### src/rtl/gowin_iol_pkg.sv
// Shared types and defaults for the Gowin IO-logic reset/calibration sequencer.
// State encodings are fixed because other tooling decodes the 2-bit state.
package gowin_iol_pkg;

    typedef enum logic [1:0] {
        ST_WAIT_LOCK  = 2'd0,
        ST_DIV_SETTLE = 2'd1,
        ST_READY      = 2'd2
    } seq_state_e;

    localparam int DEF_LOCK_WAIT     = 16;
    localparam int DEF_SETTLE_CYCLES = 8;
    localparam int DEF_CALIB_GAP     = 4;

    function automatic int max3(input int a, input int b, input int c);
        int m;
        m = (a > b) ? a : b;
        return (m > c) ? m : c;
    endfunction

endpackage

### src/rtl/sync2.sv
// Two-flop synchroniser with synchronous active-high clear, used for the
// asynchronous PLL lock input.
module sync2 (
    input  logic clock,
    input  logic reset,
    input  logic d_i,
    output logic q_o
);

    logic [1:0] sync_q;

    always_ff @(posedge clock) begin
        if (reset) begin
            sync_q <= 2'b00;
        end else begin
            sync_q <= {sync_q[0], d_i};
        end
    end

    assign q_o = sync_q[1];

endmodule

### src/rtl/gowin_iol_rst_seq.sv
// Releases the divided-clock generator after a stable PLL lock, then the
// IDES/OSER reset after a settle interval, and paces CALIB slip pulses.
module gowin_iol_rst_seq
    import gowin_iol_pkg::*;
#(
    parameter int LOCK_WAIT     = DEF_LOCK_WAIT,
    parameter int SETTLE_CYCLES = DEF_SETTLE_CYCLES,
    parameter int CALIB_GAP     = DEF_CALIB_GAP
) (
    input  logic clock,
    input  logic reset,
    input  logic pll_lock,
    input  logic calib_req,
    output logic clkdiv_resetn,
    output logic iologic_reset,
    output logic calib,
    output logic calib_busy,
    output logic ready
);

    localparam int CNT_MAX = max3(LOCK_WAIT, SETTLE_CYCLES, CALIB_GAP);
    localparam int CW      = $clog2(CNT_MAX + 1);

    localparam logic [CW-1:0] ONE         = CW'(1);
    localparam logic [CW-1:0] CNT_SAT     = CW'(CNT_MAX);
    localparam logic [CW-1:0] LOCK_LAST   = CW'(LOCK_WAIT);
    localparam logic [CW-1:0] SETTLE_LAST = CW'(SETTLE_CYCLES - 1);
    localparam logic [CW-1:0] GAP_LAST    = CW'(CALIB_GAP);

    function automatic logic [CW-1:0] sat_inc(input logic [CW-1:0] v);
        return (v == CNT_SAT) ? v : v + ONE;
    endfunction

    logic          lock_s;
    seq_state_e    state_q, state_d;
    logic [CW-1:0] cnt_q, cnt_d;
    logic [CW-1:0] gcnt_q, gcnt_d;
    logic          busy_q, busy_d;
    logic          calib_q, calib_d;
    logic          clkdiv_q, iolrst_q, ready_q;
    logic          gap_free;

    sync2 u_lock_sync (
        .clock (clock),
        .reset (reset),
        .d_i   (pll_lock),
        .q_o   (lock_s)
    );

    // A held request re-fires on the cycle the previous gap expires, so the
    // gap counter reaching its end counts as free even while busy is still set.
    always_comb begin
        state_d  = state_q;
        cnt_d    = cnt_q;
        gcnt_d   = gcnt_q;
        busy_d   = busy_q;
        calib_d  = 1'b0;
        gap_free = !busy_q || (gcnt_q == GAP_LAST);

        unique case (state_q)
            ST_WAIT_LOCK: begin
                if (!lock_s) begin
                    cnt_d = '0;
                end else if (cnt_q == LOCK_LAST) begin
                    state_d = ST_DIV_SETTLE;
                    cnt_d   = '0;
                end else begin
                    cnt_d = sat_inc(cnt_q);
                end
            end
            ST_DIV_SETTLE: begin
                if (!lock_s) begin
                    state_d = ST_WAIT_LOCK;
                    cnt_d   = '0;
                end else if (cnt_q == SETTLE_LAST) begin
                    state_d = ST_READY;
                    cnt_d   = '0;
                end else begin
                    cnt_d = sat_inc(cnt_q);
                end
            end
            ST_READY: begin
                if (!lock_s) begin
                    state_d = ST_WAIT_LOCK;
                    cnt_d   = '0;
                end else begin
                    if (busy_q) begin
                        if (gcnt_q == GAP_LAST) begin
                            busy_d = 1'b0;
                        end else begin
                            gcnt_d = sat_inc(gcnt_q);
                        end
                    end
                    if (calib_req && gap_free) begin
                        calib_d = 1'b1;
                        busy_d  = 1'b1;
                        gcnt_d  = ONE;
                    end
                end
            end
            default: begin
                state_d = ST_WAIT_LOCK;
                cnt_d   = '0;
            end
        endcase

        if (state_d != ST_READY) begin
            busy_d = 1'b0;
            gcnt_d = '0;
        end
    end

    // Outputs are decoded from the next state so they move on the same edge
    // as the state itself; ready and the IO-logic release share one decode.
    always_ff @(posedge clock) begin
        if (reset) begin
            state_q  <= ST_WAIT_LOCK;
            cnt_q    <= '0;
            gcnt_q   <= '0;
            busy_q   <= 1'b0;
            calib_q  <= 1'b0;
            clkdiv_q <= 1'b0;
            iolrst_q <= 1'b1;
            ready_q  <= 1'b0;
        end else begin
            state_q  <= state_d;
            cnt_q    <= cnt_d;
            gcnt_q   <= gcnt_d;
            busy_q   <= busy_d;
            calib_q  <= calib_d;
            clkdiv_q <= (state_d != ST_WAIT_LOCK);
            iolrst_q <= (state_d != ST_READY);
            ready_q  <= (state_d == ST_READY);
        end
    end

    assign clkdiv_resetn = clkdiv_q;
    assign iologic_reset = iolrst_q;
    assign calib         = calib_q;
    assign calib_busy    = busy_q;
    assign ready         = ready_q;

endmodule

### config.mk
export PLATFORM = sky130hd
export DESIGN_NAME = gowin_iol_rst_seq
export DESIGN_NICKNAME = d
export VERILOG_FILES = /design/src/rtl/gowin_iol_pkg.sv /design/src/rtl/sync2.sv /design/src/rtl/gowin_iol_rst_seq.sv
export SDC_FILE = /design/constraint.sdc
export NUM_CORES = 1
export LEC_CHECK = 0
export CORE_UTILIZATION = 50
export DETAILED_ROUTE_END_ITERATION = 10
export DONT_BUFFER_PORTS = 1
export GPL_TIMING_DRIVEN = 0
export PLACE_DENSITY = 0.74
export SETUP_SLACK_MARGIN = 0.3
export SYNTH_ARGS = -nofsm -noshare
export SYNTH_HDL_FRONTEND = slang
export SYNTH_HIERARCHICAL = 1
export SYNTH_SLANG_ARGS = --single-unit
### constraint.sdc
create_clock -name clock -period 2.22 [get_ports clock]
set_clock_uncertainty 0.05 [all_clocks]
set_input_delay 0.333 -clock clock [delete_from_list [all_inputs] [get_ports clock]]
set_output_delay 0.333 -clock clock [all_outputs]
set_load 0.05 [all_outputs]
# Yosys cells after proc, flatten, opt, wreduce, memory -nomap -nowiden
# Index checks and enable logic that the tools add are counted.
word_totals:
  inputBits: 4
  register_bits: 19
  elab_cells: 57
op_classes:
  add_sub_neg: 2
  n_mux: 21
  reduce_logical: 11
  bitwise: 2
  eq_ne: 12
ops:
  columns: ["op", "n"]
  rows:
  - ["5-bit 2-to-1 mux", 10]
  - ["5-bit case mux with 3 select lines", 1]
  - ["5-bit by 1-bit adder with 5-bit output, second input constant", 2]
  - ["5-bit by 3-bit == test with 1-bit output, second input constant", 2]
  - ["5-bit == test, second input constant", 2]
  - ["2-bit 2-to-1 mux", 5]
  - ["2-bit case mux with 3 select lines", 1]
  - ["5-bit AND reduction", 1]
  - ["2-bit == test, second input constant", 2]
  - ["1-bit 2-to-1 mux", 4]
  - ["2-bit by 1-bit inequality test with 1-bit output, second input constant", 2]
  - ["2-bit inequality test, second input constant", 2]
  - ["4-bit inequality test, second input constant", 1]
  - ["2-bit AND reduction", 2]
  - ["2-bit nonzero test", 2]
  - ["3-bit OR reduction", 1]
  - ["2-bit by 1-bit == test with 1-bit output, second input constant", 1]
  - ["2-bit logical NOT", 1]
  - ["1-bit NOT", 2]
  - ["2-bit OR reduction", 1]
  - ["1-bit logical AND", 1]
  - ["1-bit logical NOT", 1]
  - ["1-bit logical OR", 1]

# Logic depth before layout (Yosys ltp)
depth:
  ltp_word: 6
  mapped_depth: 6
  mapped_depth_nobuf: 6

# Modules after synthesis
# The synthesis kept the hierarchy.
modules_own_cells:
  columns: ["mod", "cells_per_inst", "instances", "area_per_inst_um2"]
  rows:
  - ["gowin_iol_rst_seq", 102, 1, 903.4]
  - ["sync2", 4, 1, 52.6]

# Least setup slack after synthesis
# Ideal clock, no wire load.
synth_timing:
  path_kind: "register -> register"
  from: "register busy_q (netlist: calib_busy)"
  to: "register gcnt_q[2]"
  arrival_ns: 1.731
  setup_time_ns: 0.079
  path_stages_with_launch: 5
  path_buffers: 0
  setup_slack_ns: 0.360
  period_less_slack_ns: 1.860
  required_ns: 2.091
  cell_sequence: "dfxtp_1 -> inv_1 -> o21ba_2 -> or4b_1 -> a211oi_2"
synth_between:
  elab_chain_len: 5
synth_lines:
  columns: ["element", "line_no", "text"]
  rows:
  - ["from (decl)", "gowin_iol_rst_seq.sv:38", "logic busy_q, busy_d;"]
  - ["from (signal assigned)", "gowin_iol_rst_seq.sv:129", "busy_q <= busy_d;"]
  - ["1-bit logical NOT", "gowin_iol_rst_seq.sv:58", "gap_free = !busy_q || (gcnt_q == GAP_LAST);"]
  - ["1-bit logical OR", "gowin_iol_rst_seq.sv:58", null]
  - ["1-bit logical AND", "gowin_iol_rst_seq.sv:94", "if (calib_req && gap_free) begin"]
  - ["2-bit by 1-bit inequality test with 1-bit output (no source line) / 2-bit nonzero test (equally long branches)", null, null]
  - ["5-bit AND reduction (no source line)", null, null]
  - ["to (signal assigned)", "gowin_iol_rst_seq.sv:128", "gcnt_q <= gcnt_d;"]
  - ["to (decl)", "gowin_iol_rst_seq.sv:37", "logic [CW-1:0] gcnt_q, gcnt_d;"]
# Parallel ways exist; a longest one is shown, timed or not.
# A chain may end at the register's enable or synchronous reset.

# Final worst setup path
layout_timing:
  from: "register gcnt_q[0]"
  to: "register gcnt_q[2]"
layout_between:
  elab_chain_len: 5
layout_lines:
  columns: ["element", "line_no", "text"]
  rows:
  - ["5-bit by 1-bit adder with 5-bit output / 5-bit by 3-bit == test with 1-bit output (equally long branches)", "gowin_iol_rst_seq.sv:31, gowin_iol_rst_seq.sv:58, gowin_iol_rst_seq.sv:88", null]
  - ["5-bit 2-to-1 mux / 1-bit logical OR (equally long branches)", "gowin_iol_rst_seq.sv:31, gowin_iol_rst_seq.sv:58", null]
  - ["5-bit 2-to-1 mux / 1-bit logical AND (equally long branches)", "gowin_iol_rst_seq.sv:88, gowin_iol_rst_seq.sv:94", null]
  - ["5-bit 2-to-1 mux (tied with other cells)", "gowin_iol_rst_seq.sv:87", "if (busy_q) begin"]
  - ["5-bit 2-to-1 mux / 5-bit AND reduction (equally long branches)", null, null]
# Parallel ways exist; a longest one is shown, timed or not. The select of a mux whose other input is x is not followed.

==> impl_results.md <==
* Post-DP HPWL at 1260 um
* Largest fanout on the critical path at 4
* Sw Share at 21.8%
* Reg-to-reg startpoint: gcnt_q[0]$_SDFFE_PP0P_
* Pint at 0.416 mW
* Reg2reg setup slack at 0.32 ns
* Post-synth EDFFs at 0
* Standard-cell row count at 15
* Flip-flop and latch count after synthesis at 19
* Die Y at 45.7 um
* DR DRC count at 0
* Area of the multi-input gates at 539 um^2
* Max_cap viols at 0
* P_leak at 0.399 nW
* Mean Syn Cell Area at 9.02 um^2
* Worst r2r path cells at 6
* Area delta synth->final at 8.25%
* Initial DRC count at 18
* Seq/Total Area, Yosys at 39.8%
* Commonest non-fill, non-tap cell in the layout: dfxtp_1
* Hold_ws at 0.0441 ns
* Clock sinks at 19
* Syn Std Cell Area at 956 um^2
* Layout cells sized above 1 at 15.5%
* Comb power frac at 2.5%
* Worst-path clk slew at 0.11 ns
* Die Area at 2090 um^2
* Placer's final routability congestion estimate at 0.838
* Power per cell area at 514 nW/um^2
* Clock power share at 32.9%
* CP Capture Type: flop
* R2r endpoint: gcnt_q[2]$_SDFFE_PP0P_
* Die W at 45.7 um
* Initial antenna violation count at 0
* Max clock buf depth at 2
* Critical Path Start: gcnt_q[0]$_SDFFE_PP0P_
* Root Buffer: clkbuf_4
* Register Area at 384 um^2
* Top cells by area, synth: dfxtp_1 (40%), ha_1 (5.2%), a21oi_1 (3.7%)
* Htree depth at 1
* Vias at 745
* TNS Setup at 0 ns
* Switching power at 0.116 mW
* Top-area cell type share of the netlist area at 39.8%
* # diodes at 0
* Final Cycle Share at 85.8%
* Tmin final at 1.90 ns
* Relative slew slack at 63.3%
* GR Overflow Total at 0
* First-pass GRT wire length at 2850 um
* CP Class: reg2reg
* Core region area at 1760 um^2
* FILL cells at 176
* Largest area contributor in the netlist: dfxtp_1
* Fin nets at 119
* Critical Path Sink: gcnt_q[2]$_SDFFE_PP0P_
* Number of global-route vias before repair at 658
* Post-synth top flop: dfxtp_1
* Via/cell ratio at 5.52
* Critical path arrival at 2.08 ns
* Post-CTS Hold Buffers at 0
* Place WS at 0.261 ns
* CTS Buf Count at 3
* Drt pass-1 iters at 4
* Initial core utilization at 54.2%
* Wire per inst at 12.6 um
* Finish-stage setup viols at 0
* Pin count of the biggest net entering global routing at 12
* CTS tree: built
* Mapped Nets at 114
* GRT Resource Usage Total at 18.7%
* Final Max Tran Viols at 0
* Status: complete, no violations
* I/O pin count at 9
* Share of power burned in registers at 64.6%
* Pwr Total at 0.532 mW
* RSZ-0062 raised after global routing: yes
* CP Launch Type: flop
* Max Fclk at 525 MHz
* Hold crit path type: in2reg
* Worst-margin pin slew at 0.547 ns
* Async SR Flop Fraction at 0%
* Port Buffer Count at 0
* Maximum vdd drop at 0.478 mV
* Post-Route WL at 1700 um
* Crit path required time at 2.40 ns
* Antenna-violating nets left at 0
* Yosys warns at 6
* Cells after synthesis at 106
* Latest clock arrival within the worst-skew pair at 0.29 ns
* Final hold vios at 0
* Final WS setup at 0.316 ns
* Synth unique cells at 34
* Most frequent cells in the layout: dfxtp_1 (16), inv_1 (9), nand2_1 (8), o21ai_0 (7), a21oi_1 (6)
==> worst max-delay path: stages (launching register included) <==
cell and delay (ns):
dfxtp_2 0.37, inv_1 0.06, ha_1 0.21, nor4bb_2 0.19
o21ba_2 0.23, or4b_1 0.52, a211oi_2 0.21
==> cell type report <==
type                       count  area share [%]
sequential                    19            37.1
tap                           25            3.02
multi-input combinational     76            52.1
buffer                         2            1.81
clock buffer                   3            2.18
clock inverter                 1           0.484
inverter                       9            3.26
==> power groups by stage <==
stage,Sequential [mW],Clock [mW],Combinational (mW)
2_1_floorplan,0.351,0,0.0104
3_3_place_gp,0.351,0,0.0127
3_5_place_dp,0.351,0,0.0130
4_1_cts,0.344,0.178,0.0133
5_1_grt,0.344,0.192,0.0153
6_report,0.344,0.175,0.0134
==> logic make-up (layout without fill, tap and decap cells) <==
| group | Yosys count | in the layout | share of synthesized area (%) |
|---|---|---|---|
| buffers and inverters | 11 | 15 | 5.50 |
| AOI/OAI and AO/OA | 29 | 29 | 20.4 |
| and+or+nand+nor | 41 | 41 | 27.0 |
| muxes | 2 | 2 | 2.09 |
| adders and majority gates | 4 | 4 | 5.24 |
| DFF | 19 | 19 | 39.8 |
==> Yosys cell counts, types with 2 or more instances <==
cell type	count
dfxtp_1	19
inv_1	9
nand2_1	8
a21oi_1	7
o21ai_0	7
nand3_1	5
nor2b_1	5
a211oi_1	4
ha_1	4
nor2_1	4
and2_1	3
and3b_1	3
nand2b_1	3
mux2i_1	2
nor4bb_1	2
o31ai_1	2
or4_1	2
==> state kept, by name, summed over array words and instances, names as in the netlist <==
register	cells
ready	1
state_q	2
u_lock_sync/sync_q	2
iologic_reset	1
clkdiv_resetn	1
cnt_q	5
calib_busy	1
gcnt_q	5
calib	1
==> worst min-delay path by stage <==
stage,start,to,slack (ns),cells after the start
global route,reset,u_lock_sync/sync_q[1]$_SDFF_PP0_,0.02,1
global placement,reset,cnt_q[3]$_SDFFE_PP0P_,0.35,1
detailed placement,reset,u_lock_sync/sync_q[1]$_SDFF_PP0_,0.36,1
floorplan,reset,cnt_q[3]$_SDFFE_PP0P_,0.35,1
finish,reset,u_lock_sync/sync_q[1]$_SDFF_PP0_,0.04,1
CTS,reset,u_lock_sync/sync_q[1]$_SDFF_PP0_,0.04,1
==> per-layer routing <==
| metal | wire (um) | GRT usage [%] | share of wire [%] |
|---|---|---|---|
| met4 | 8 | 5.29 | 0.47 |
| met2 | 741 | 27.7 | 44 |
| met3 | 56 | 4.37 | 3.3 |
| met1 | 889 | 27.0 | 52 |
| met5 | 0 | 0 | 0 |
==> through the flow <==
stage | utilization (%) | instances | cell area (um^2)
6_report | 58.7 | 135 | 1030
5_1_grt | 58.7 | 135 | 1030
4_1_cts | 57.7 | 135 | 1020
3_5_place_dp | 56.0 | 131 | 987
3_3_place_gp | 56.0 | 131 | 987
2_1_floorplan | - | 106 | 956
==> repair_timing <==
action	CTS	global route
setup endpoints to repair	2	7
resized for setup	2	5
buffers inserted	0	0
pin swaps	0	1
gates cloned	0	0
Note: power is estimated with default switching activity, not from simulation.
